--- src/rtl/apb_motor_ramp_if.sv ---
// APB3 bus bundle for apb_motor_ramp_ctrl. The master drives the request
// fields and the slave returns read data and the response.
interface apb_motor_ramp_if;
  logic        PSEL;
  logic        PENABLE;
  logic        PWRITE;
  logic [31:0] PADDR;
  logic [31:0] PWDATA;
  logic [31:0] PRDATA;
  logic        PREADY;
  logic        PSLVERR;

  modport master (
    output PSEL, PENABLE, PWRITE, PADDR, PWDATA,
    input  PRDATA, PREADY, PSLVERR
  );

  modport slave (
    input  PSEL, PENABLE, PWRITE, PADDR, PWDATA,
    output PRDATA, PREADY, PSLVERR
  );
endinterface

--- src/rtl/apb_motor_ramp_ctrl.sv ---
// APB3 motor command block: per-channel duty slew limiting, reverse-through-zero and a watchdog.
// Define APB_MOTOR_SLVERR_EN to return PSLVERR on unmapped words and on channel writes while tripped.
module apb_motor_ramp_ctrl #(
  parameter int NUM_CH      = 2,
  parameter int DUTY_W      = 8,
  parameter int TIMEOUT_CYC = 100000000,
  parameter int RAMP_DIV    = 1000,
  parameter int RAMP_STEP   = 1
) (
  input  logic                     PCLK,
  input  logic                     PRESET,
  apb_motor_ramp_if.slave          apb,
  output logic [NUM_CH*DUTY_W-1:0] PWM_DUTY,
  output logic [NUM_CH-1:0]        PWM_EN,
  output logic [NUM_CH-1:0]        PWM_DIR,
  output logic                     WDOG_TRIP
);

  localparam int TK_W = (RAMP_DIV > 1) ? $clog2(RAMP_DIV) : 1;
  localparam int WD_W = $clog2(TIMEOUT_CYC);
  localparam logic [TK_W-1:0]   TK_LAST     = TK_W'(RAMP_DIV - 1);
  localparam logic [WD_W-1:0]   WD_LAST     = WD_W'(TIMEOUT_CYC - 1);
  localparam logic [DUTY_W-1:0] STEP        = DUTY_W'(RAMP_STEP);
  localparam logic [5:0]        STATUS_WORD = 6'd15;

  // Move d toward t by at most STEP without overshooting.
  function automatic logic [DUTY_W-1:0] slew(input logic [DUTY_W-1:0] d,
                                             input logic [DUTY_W-1:0] t);
    logic [DUTY_W-1:0] gap;
    if (d < t) begin
      gap  = t - d;
      slew = d + ((gap < STEP) ? gap : STEP);
    end else begin
      gap  = d - t;
      slew = d - ((gap < STEP) ? gap : STEP);
    end
  endfunction

  logic [TK_W-1:0]   tick_cnt_q, tick_cnt_d;
  logic [WD_W-1:0]   wd_cnt_q, wd_cnt_d;
  logic              trip_q, trip_d;
  logic [NUM_CH-1:0] en_t_q, en_t_d;
  logic [NUM_CH-1:0] dir_t_q, dir_t_d;
  logic [NUM_CH-1:0] dir_q, dir_d;
  logic [DUTY_W-1:0] duty_t_q [NUM_CH];
  logic [DUTY_W-1:0] duty_t_d [NUM_CH];
  logic [DUTY_W-1:0] duty_q   [NUM_CH];
  logic [DUTY_W-1:0] duty_d   [NUM_CH];

  logic [5:0]        word;
  logic              wr_en, rd_en, ch_hit, st_hit, ch_wr, st_clr, tick;
  logic [NUM_CH-1:0] busy;
  logic [31:0]       rdata;
  logic              unused_bits;

  assign word   = apb.PADDR[7:2];
  assign wr_en  = apb.PSEL & apb.PENABLE & apb.PWRITE;
  assign rd_en  = apb.PSEL & ~apb.PWRITE;
  assign ch_hit = (word < 6'(NUM_CH));
  assign st_hit = (word == STATUS_WORD);
  assign ch_wr  = wr_en & ch_hit & ~trip_q;
  assign st_clr = wr_en & st_hit & apb.PWDATA[0];
  assign tick   = (tick_cnt_q == TK_LAST);

  assign unused_bits = ^{apb.PADDR[31:8], apb.PADDR[1:0],
                         apb.PWDATA[31:8+DUTY_W], apb.PWDATA[7:2]};

  always_comb begin
    tick_cnt_d = tick ? '0 : tick_cnt_q + 1'b1;
    wd_cnt_d   = wd_cnt_q;
    trip_d     = trip_q;
    en_t_d     = en_t_q;
    dir_t_d    = dir_t_q;
    dir_d      = dir_q;
    duty_t_d   = duty_t_q;
    duty_d     = duty_q;

    // Ramp on tick using the targets held before this edge's write.
    for (int c = 0; c < NUM_CH; c++) begin
      if (tick) begin
        if (dir_q[c] != dir_t_q[c]) begin
          if (duty_q[c] != '0) duty_d[c] = slew(duty_q[c], '0);
          else                 dir_d[c]  = dir_t_q[c];
        end else begin
          duty_d[c] = slew(duty_q[c], duty_t_q[c]);
        end
      end
      // A disabled channel parks at zero so re-enabling always ramps from rest.
      if (!en_t_q[c]) duty_d[c] = '0;
      if (ch_wr && word == 6'(c)) begin
        en_t_d[c]   = apb.PWDATA[0];
        dir_t_d[c]  = apb.PWDATA[1];
        duty_t_d[c] = apb.PWDATA[8 +: DUTY_W];
        if (!apb.PWDATA[0]) duty_d[c] = '0;
      end
    end

    // Watchdog; a trip overrides everything above, with no ramp-down.
    if (trip_q) begin
      if (st_clr) begin
        trip_d   = 1'b0;
        wd_cnt_d = '0;
      end
    end else if (ch_wr) begin
      wd_cnt_d = '0;
    end else if (wd_cnt_q == WD_LAST) begin
      trip_d  = 1'b1;
      en_t_d  = '0;
      dir_t_d = '0;
      dir_d   = '0;
      for (int c = 0; c < NUM_CH; c++) begin
        duty_t_d[c] = '0;
        duty_d[c]   = '0;
      end
    end else begin
      wd_cnt_d = wd_cnt_q + 1'b1;
    end
  end

  always_ff @(posedge PCLK or posedge PRESET) begin
    if (PRESET) begin
      tick_cnt_q <= '0;
      wd_cnt_q   <= '0;
      trip_q     <= 1'b0;
      en_t_q     <= '0;
      dir_t_q    <= '0;
      dir_q      <= '0;
      for (int c = 0; c < NUM_CH; c++) begin
        duty_t_q[c] <= '0;
        duty_q[c]   <= '0;
      end
    end else begin
      tick_cnt_q <= tick_cnt_d;
      wd_cnt_q   <= wd_cnt_d;
      trip_q     <= trip_d;
      en_t_q     <= en_t_d;
      dir_t_q    <= dir_t_d;
      dir_q      <= dir_d;
      duty_t_q   <= duty_t_d;
      duty_q     <= duty_d;
    end
  end

  always_comb begin
    busy  = '0;
    rdata = '0;
    for (int c = 0; c < NUM_CH; c++) begin
      busy[c] = (duty_q[c] != duty_t_q[c]) || (dir_q[c] != dir_t_q[c]);
      if (word == 6'(c)) begin
        rdata[0]            = en_t_q[c];
        rdata[1]            = dir_t_q[c];
        rdata[8 +: DUTY_W]  = duty_t_q[c];
      end
    end
    if (st_hit) begin
      rdata[0]           = trip_q;
      rdata[8 +: NUM_CH] = busy;
    end
  end

  always_comb begin
    PWM_DUTY = '0;
    for (int c = 0; c < NUM_CH; c++) PWM_DUTY[c*DUTY_W +: DUTY_W] = duty_q[c];
  end

  assign PWM_EN     = en_t_q;
  assign PWM_DIR    = dir_q;
  assign WDOG_TRIP  = trip_q;
  assign apb.PRDATA = rd_en ? rdata : '0;
  assign apb.PREADY = 1'b1;

`ifdef APB_MOTOR_SLVERR_EN
  logic unmapped;
  assign unmapped    = ~ch_hit & ~st_hit;
  assign apb.PSLVERR = apb.PSEL & apb.PENABLE & (unmapped | (apb.PWRITE & ch_hit & trip_q));
`else
  assign apb.PSLVERR = 1'b0;
`endif

endmodule

--- src/flat_wrapper.sv ---
// flat-port wrapper written by rule: the top's interface ports become plain ports
module apb_motor_ramp_ctrl_flat 
#(
  parameter int NUM_CH      = 2,
  parameter int DUTY_W      = 8,
  parameter int TIMEOUT_CYC = 100000000,
  parameter int RAMP_DIV    = 1000,
  parameter int RAMP_STEP   = 1
)
  (PCLK, PRESET, PWM_DUTY, PWM_EN, PWM_DIR, WDOG_TRIP, apb_PSEL, apb_PENABLE, apb_PWRITE, apb_PADDR, apb_PWDATA, apb_PRDATA, apb_PREADY, apb_PSLVERR);
  apb_motor_ramp_if apb_i ();
  input  logic PCLK;
  input  logic PRESET;
  output logic [NUM_CH*DUTY_W-1:0] PWM_DUTY;
  output logic [NUM_CH-1:0] PWM_EN;
  output logic [NUM_CH-1:0] PWM_DIR;
  output logic WDOG_TRIP;
  input wire logic [$bits(apb_i.PSEL)-1:0] apb_PSEL;
  input wire logic [$bits(apb_i.PENABLE)-1:0] apb_PENABLE;
  input wire logic [$bits(apb_i.PWRITE)-1:0] apb_PWRITE;
  input wire logic [$bits(apb_i.PADDR)-1:0] apb_PADDR;
  input wire logic [$bits(apb_i.PWDATA)-1:0] apb_PWDATA;
  output wire logic [$bits(apb_i.PRDATA)-1:0] apb_PRDATA;
  output wire logic [$bits(apb_i.PREADY)-1:0] apb_PREADY;
  output wire logic [$bits(apb_i.PSLVERR)-1:0] apb_PSLVERR;
  assign apb_i.PSEL = apb_PSEL;
  assign apb_i.PENABLE = apb_PENABLE;
  assign apb_i.PWRITE = apb_PWRITE;
  assign apb_i.PADDR = apb_PADDR;
  assign apb_i.PWDATA = apb_PWDATA;
  assign apb_PRDATA = apb_i.PRDATA;
  assign apb_PREADY = apb_i.PREADY;
  assign apb_PSLVERR = apb_i.PSLVERR;
  apb_motor_ramp_ctrl #(.NUM_CH(NUM_CH), .DUTY_W(DUTY_W), .TIMEOUT_CYC(TIMEOUT_CYC), .RAMP_DIV(RAMP_DIV), .RAMP_STEP(RAMP_STEP)) u_core (.PCLK(PCLK), .PRESET(PRESET), .apb(apb_i), .PWM_DUTY(PWM_DUTY), .PWM_EN(PWM_EN), .PWM_DIR(PWM_DIR), .WDOG_TRIP(WDOG_TRIP));
endmodule
--- config.mk ---
export PLATFORM = sky130hd
export DESIGN_NAME = apb_motor_ramp_ctrl_flat
export DESIGN_NICKNAME = d
export VERILOG_FILES = /design/src/rtl/apb_motor_ramp_if.sv /design/src/rtl/apb_motor_ramp_ctrl.sv /design/src/flat_wrapper.sv
export SDC_FILE = /design/constraint.sdc
export NUM_CORES = 1
export LEC_CHECK = 0
export CAP_MARGIN = 5
export CORE_MARGIN = 1
export CORE_UTILIZATION = 58
export DETAILED_ROUTE_END_ITERATION = 16
export PLACE_DENSITY = 0.92
export RECOVER_POWER = 100
export SYNTH_ARGS = -nofsm -noshare
export SYNTH_HDL_FRONTEND = slang
export SYNTH_SLANG_ARGS = --single-unit
--- constraint.sdc ---
create_clock -name PCLK -period 7.8 [get_ports PCLK]
set_clock_uncertainty 0.2 [all_clocks]
set_input_delay 1.56 -clock PCLK [delete_from_list [all_inputs] [get_ports PCLK]]
set_output_delay 1.56 -clock PCLK [all_outputs]
set_load 0.01 [all_outputs]
==> metrics.log <==
[metrics] aggregate global-route resource usage: 28.2%
[metrics] total clock buffers created by CTS: 9
[metrics] highest-delay cell along the critical path: o31ai_1
[metrics] violated checks: capacitance limit, slew limit
[metrics] clock sink count: 76
[metrics] ports placed on the boundary: 124
[metrics] relative contribution of the clock network to total power: 30.6%
[metrics] cell class contributing the biggest share of worst-path delay: compound AO/OA/AOI/OAI gates
[metrics] DR WL/cell: 16.3 um
[metrics] number of gates given a new drive strength after cts: 0
[metrics] post-CTS setup-driven buffer insertion count: 0
[metrics] sink of the worst hold path: u_core.tick_cnt_q[0]
[metrics] number of optimization iterations in the first detailed-route pass: 5
[metrics] number of antenna diodes: 0
[metrics] highest achievable clock rate: 0.154 GHz
[metrics] Final Hold Fails: 0
[metrics] HPWL Detailed: 11400 um
[metrics] final standard cell area without fillers: 0.00710 mm^2
[metrics] clock-pin slew reported for the worst setup and hold paths after clock tree synthesis: 0.09 ns
[metrics] maximum number of pins on one net before global-route repair: 77
[metrics] Worst slew margin: -177%
[metrics] area added between synthesis and finish: 10.6%
[metrics] Critical R2R Capture: u_core.PWM_DUTY[7]
[metrics] via count of the first global-routing pass: 5485
[metrics] Placeable Area: 0.0108 mm^2
[metrics] final slew viol count: 102
[metrics] buffers added on ports: 51
[metrics] fraction of layout cells with a size suffix above 1: 2.64%
[metrics] Reg2Reg Setup Slack: 2.72 ns
[metrics] critical path start-end classification: in2reg
[metrics] fill cell total of the finished layout: 868
[metrics] largest area contributor in the synthesized netlist: dfrtp_1
[metrics] number of cells on the worst reg-to-reg path: 18
[metrics] Setup-failing EPs final: 0
[metrics] Post-Route Utilization: 65.7%
[metrics] net switching power of the design: 339 uW
[metrics] portion of total power attributed to combinational logic: 26.5%
[metrics] Setup Total Neg Slack: 0 ns
[metrics] result of the run: finished with violations
[metrics] delay of the slowest cell on the worst path: 2.06 ns
[metrics] data required time at the worst endpoint: 7.88 ns
[metrics] top flip-flop cell by instance count after synthesis: dfrtp_1
[metrics] maximum level of the CTS H-tree: 3
[metrics] reg-to-reg startpoint: u_core.PWM_DUTY[0]
[metrics] final routed DRC violation total: 0
[metrics] number of distinct library cells after synthesis: 61
[metrics] Slew @ Worst Pin: 4.16 ns
[metrics] internal power summed over all cells: 680 uW
[metrics] nature of the critical path endpoint: register
[metrics] cell depth of the worst min-delay path: 1
[metrics] Final Power: 1020 uW
[metrics] Skew-Pair Late Insertion Delay: 0.37 ns
[metrics] global-route wire length before repair: 25700 um
[metrics] post-synth top area share: 29.6%
[metrics] RePlAce Congestion: 0.946
[metrics] setup repair after global routing missed its margin: no
[metrics] sequential fraction of the synthesis area: 29.6%
[metrics] post-detailed-route via-to-cell ratio: 6.11
[metrics] async set-or-reset flop fraction in the synthesized netlist: 100%
[metrics] FF+latch count, synth: 76
[metrics] ANT nets after route: 0
[metrics] aggregate routed wire length: 15800 um
[metrics] fraction of power consumed by sequential logic: 42.9%
[metrics] startpoint kind of the worst setup timing path: primary input
[metrics] die outline height: 107 um
[metrics] number of synthesized flops with an enable pin: 0
[metrics] root buffer cell: clkbuf_8
[metrics] die width: 107 um
[metrics] total cell area at the placement stage: 0.00695 mm^2
[metrics] crit path time final: 6.49 ns
[metrics] total leakage power: 0.00321 uW
[metrics] average size of a mapped cell: 8.12 um^2
[metrics] top post-synthesis cells by area: dfrtp_1 30%, ha_1 9.9%, nor2_1 6.7%
[metrics] maxcap violations: 2
[metrics] starting density of the core: 59.5%
[metrics] number of antenna violations at the first check in global routing: 0
[metrics] data arrival time of the critical path: 6.57 ns
[metrics] hold path startpoint: u_core.tick_cnt_q[0]
[metrics] buffer and inverter count on the worst path: 1
[metrics] synthesized instance count: 790
[metrics] number of buffers inserted for hold repair after clock tree synthesis: 0
[metrics] first-iteration detailed-routing DRC count: 407
[metrics] Max clock buf depth: 2
[metrics] TritonCTS clock tree: built
[metrics] Yosys warning total: 0
[metrics] std cell rows: 38
[metrics] CP Cell Sequence: dlygate4sd3_1, or4_1, o31ai_1, o221ai_1, nor2_1, or4b_1, o211ai_1
[metrics] Net Sw Frac: 33.3%
[metrics] Nets: 955
[metrics] number of vias after detailed routing: 5943
[metrics] period utilization: 83.2%
[metrics] pwr dens: 144 mW/mm^2
[metrics] CP max FO: 24
[metrics] total global routing overflow: 0
[metrics] maximum vdd drop: 0.0957 mV
[metrics] Die Area: 0.0115 mm^2
[metrics] post-synthesis instance area: 0.00642 mm^2
[metrics] worst hold slack after final layout: 0.271 ns
[metrics] class of the most critical hold timing path: reg2reg
power by group through the flow:
stage | clock, uW | sequential, uW | combinational (uW)
2_1_floorplan | 0 | 439 | 214
3_3_place_gp | 0 | 443 | 256
3_5_place_dp | 0 | 443 | 267
4_1_cts | 310 | 436 | 269
5_1_grt | 329 | 440 | 301
6_report | 312 | 437 | 270
per-stage QoR:
| step | setup WS, ns | cells |
|---|---|---|
| after global placement | 1.95 | 958 |
| after global routing | 1.17 | 973 |
| after detailed placement | 1.89 | 958 |
| after floorplan | 3.24 | 814 |
| after CTS | 1.87 | 973 |
| final | 1.31 | 973 |
worst register-to-register path, delay by kind of cell, from the launching register on:
family | cells | cell delay [ns]
buffers and inverters | 2 | 0.18
DFF | 1 | 0.49
adders and majority gates | 3 | 0.82
AOI/OAI and AO/OA | 10 | 2.61
and+or+nand+nor | 3 | 0.71
synthesized netlist by cell type, drive strengths merged (9+ instances only):
cell type,count
nor3,23
or3,12
dfrtp,76
nor2,114
o21ai,62
nand2,47
nand3,17
and3,9
a21oi,36
ha,51
inv,53
clkbuf,24
xnor2,18
nor2b,15
nand2b,15
o21a,9
o31ai,12
nor4,15
mux2i,29
xor2,19
buf,27
routing by layer:
metal | share of wire [%] | global-route usage (%) | vias up | routed length, um
met5 | 0 | 0 | - | 0
met4 | 2.7 | 11.4 | 0 | 434
met3 | 7.9 | 4.92 | 50 | 1260
met2 | 47 | 46.4 | 275 | 7390
met1 | 43 | 36.7 | 2795 | 6760
li1 | - | - | 2823 | -
state kept, by name (all words and copies together) (netlist names):
| name | flops |
|---|---|
| u_core.PWM_EN | 2 |
| u_core.tick_cnt_q | 10 |
| u_core.WDOG_TRIP | 1 |
| u_core.dir_t_q | 2 |
| u_core.PWM_DIR | 2 |
| u_core.wd_cnt_q | 27 |
| u_core.duty_t_q | 16 |
| u_core.PWM_DUTY | 16 |
worst max path at each step:
stage                 startpoint                   to  cells past startpoint
floorplan           apb_PADDR[7]       apb_PRDATA[10]                      4
global placement    apb_PADDR[2]        apb_PRDATA[0]                      6
detailed placement  apb_PADDR[2]        apb_PRDATA[0]                      6
CTS                 apb_PADDR[2]        apb_PRDATA[0]                      6
global route        apb_PADDR[7]  u_core.wd_cnt_q[11]                      8
finish              apb_PADDR[7]   u_core.PWM_DUTY[7]                      7
kinds of logic (layout without fill, tap and decap cells):
logic type	after synthesis	in the layout	synth area share, %
and+or+nand+nor	311	311	24.0
AOI/OAI and AO/OA	174	174	17.3
buffers and inverters	104	123	7.53
DFF	76	76	29.6
adders and majority gates	57	57	11.8
xor gates and xnor gates	37	37	5.05
muxes	29	29	4.52
other	2	26	0.117
layout by cell type, fill, tap and decap left out, types with 4 or more instances in the layout:
| master | Yosys | routed |
|---|---|---|
| a21o_1 | 4 | 4 |
| a21oi_1 | 36 | 36 |
| a22oi_1 | 5 | 5 |
| and2_1 | 8 | 6 |
| and3_1 | 9 | 9 |
| clkbuf_1 | 24 | 4 |
| clkbuf_8 | 0 | 9 |
| clkdlybuf4s50_1 | 0 | 18 |
| conb_1 | 2 | 26 |
| dfrtp_1 | 76 | 76 |
| dlygate4sd3_1 | 0 | 33 |
| fa_1 | 6 | 6 |
| ha_1 | 51 | 51 |
| inv_1 | 53 | 52 |
| mux2i_1 | 29 | 29 |
| nand2_1 | 47 | 47 |
| nand2b_1 | 15 | 15 |
| nand3_1 | 17 | 17 |
| nand3b_1 | 4 | 4 |
| nand4_1 | 8 | 8 |
| nor2_1 | 114 | 114 |
| nor2b_1 | 15 | 15 |
| nor3_1 | 23 | 23 |
| nor4_1 | 14 | 14 |
| o21a_1 | 9 | 9 |
| o21ai_0 | 62 | 62 |
| o221ai_1 | 5 | 6 |
| o31ai_1 | 11 | 12 |
| o41ai_1 | 5 | 5 |
| or2_2 | 5 | 5 |
| or3_1 | 12 | 12 |
| or4_1 | 7 | 8 |
| xnor2_1 | 18 | 18 |
| xor2_1 | 19 | 19 |
final cells by class:
cell class	instances	area, um^2	area share, %
clock buffers	10	128	1.80
clock inverters	5	62.6	0.882
inverters	53	200	2.82
multi-input cells	634	4100	57.8
flip-flops and latches	76	1900	26.8
well taps	140	175	2.47
repair buffers	55	529	7.46
Note: power is estimated with default switching activity, not from simulation.
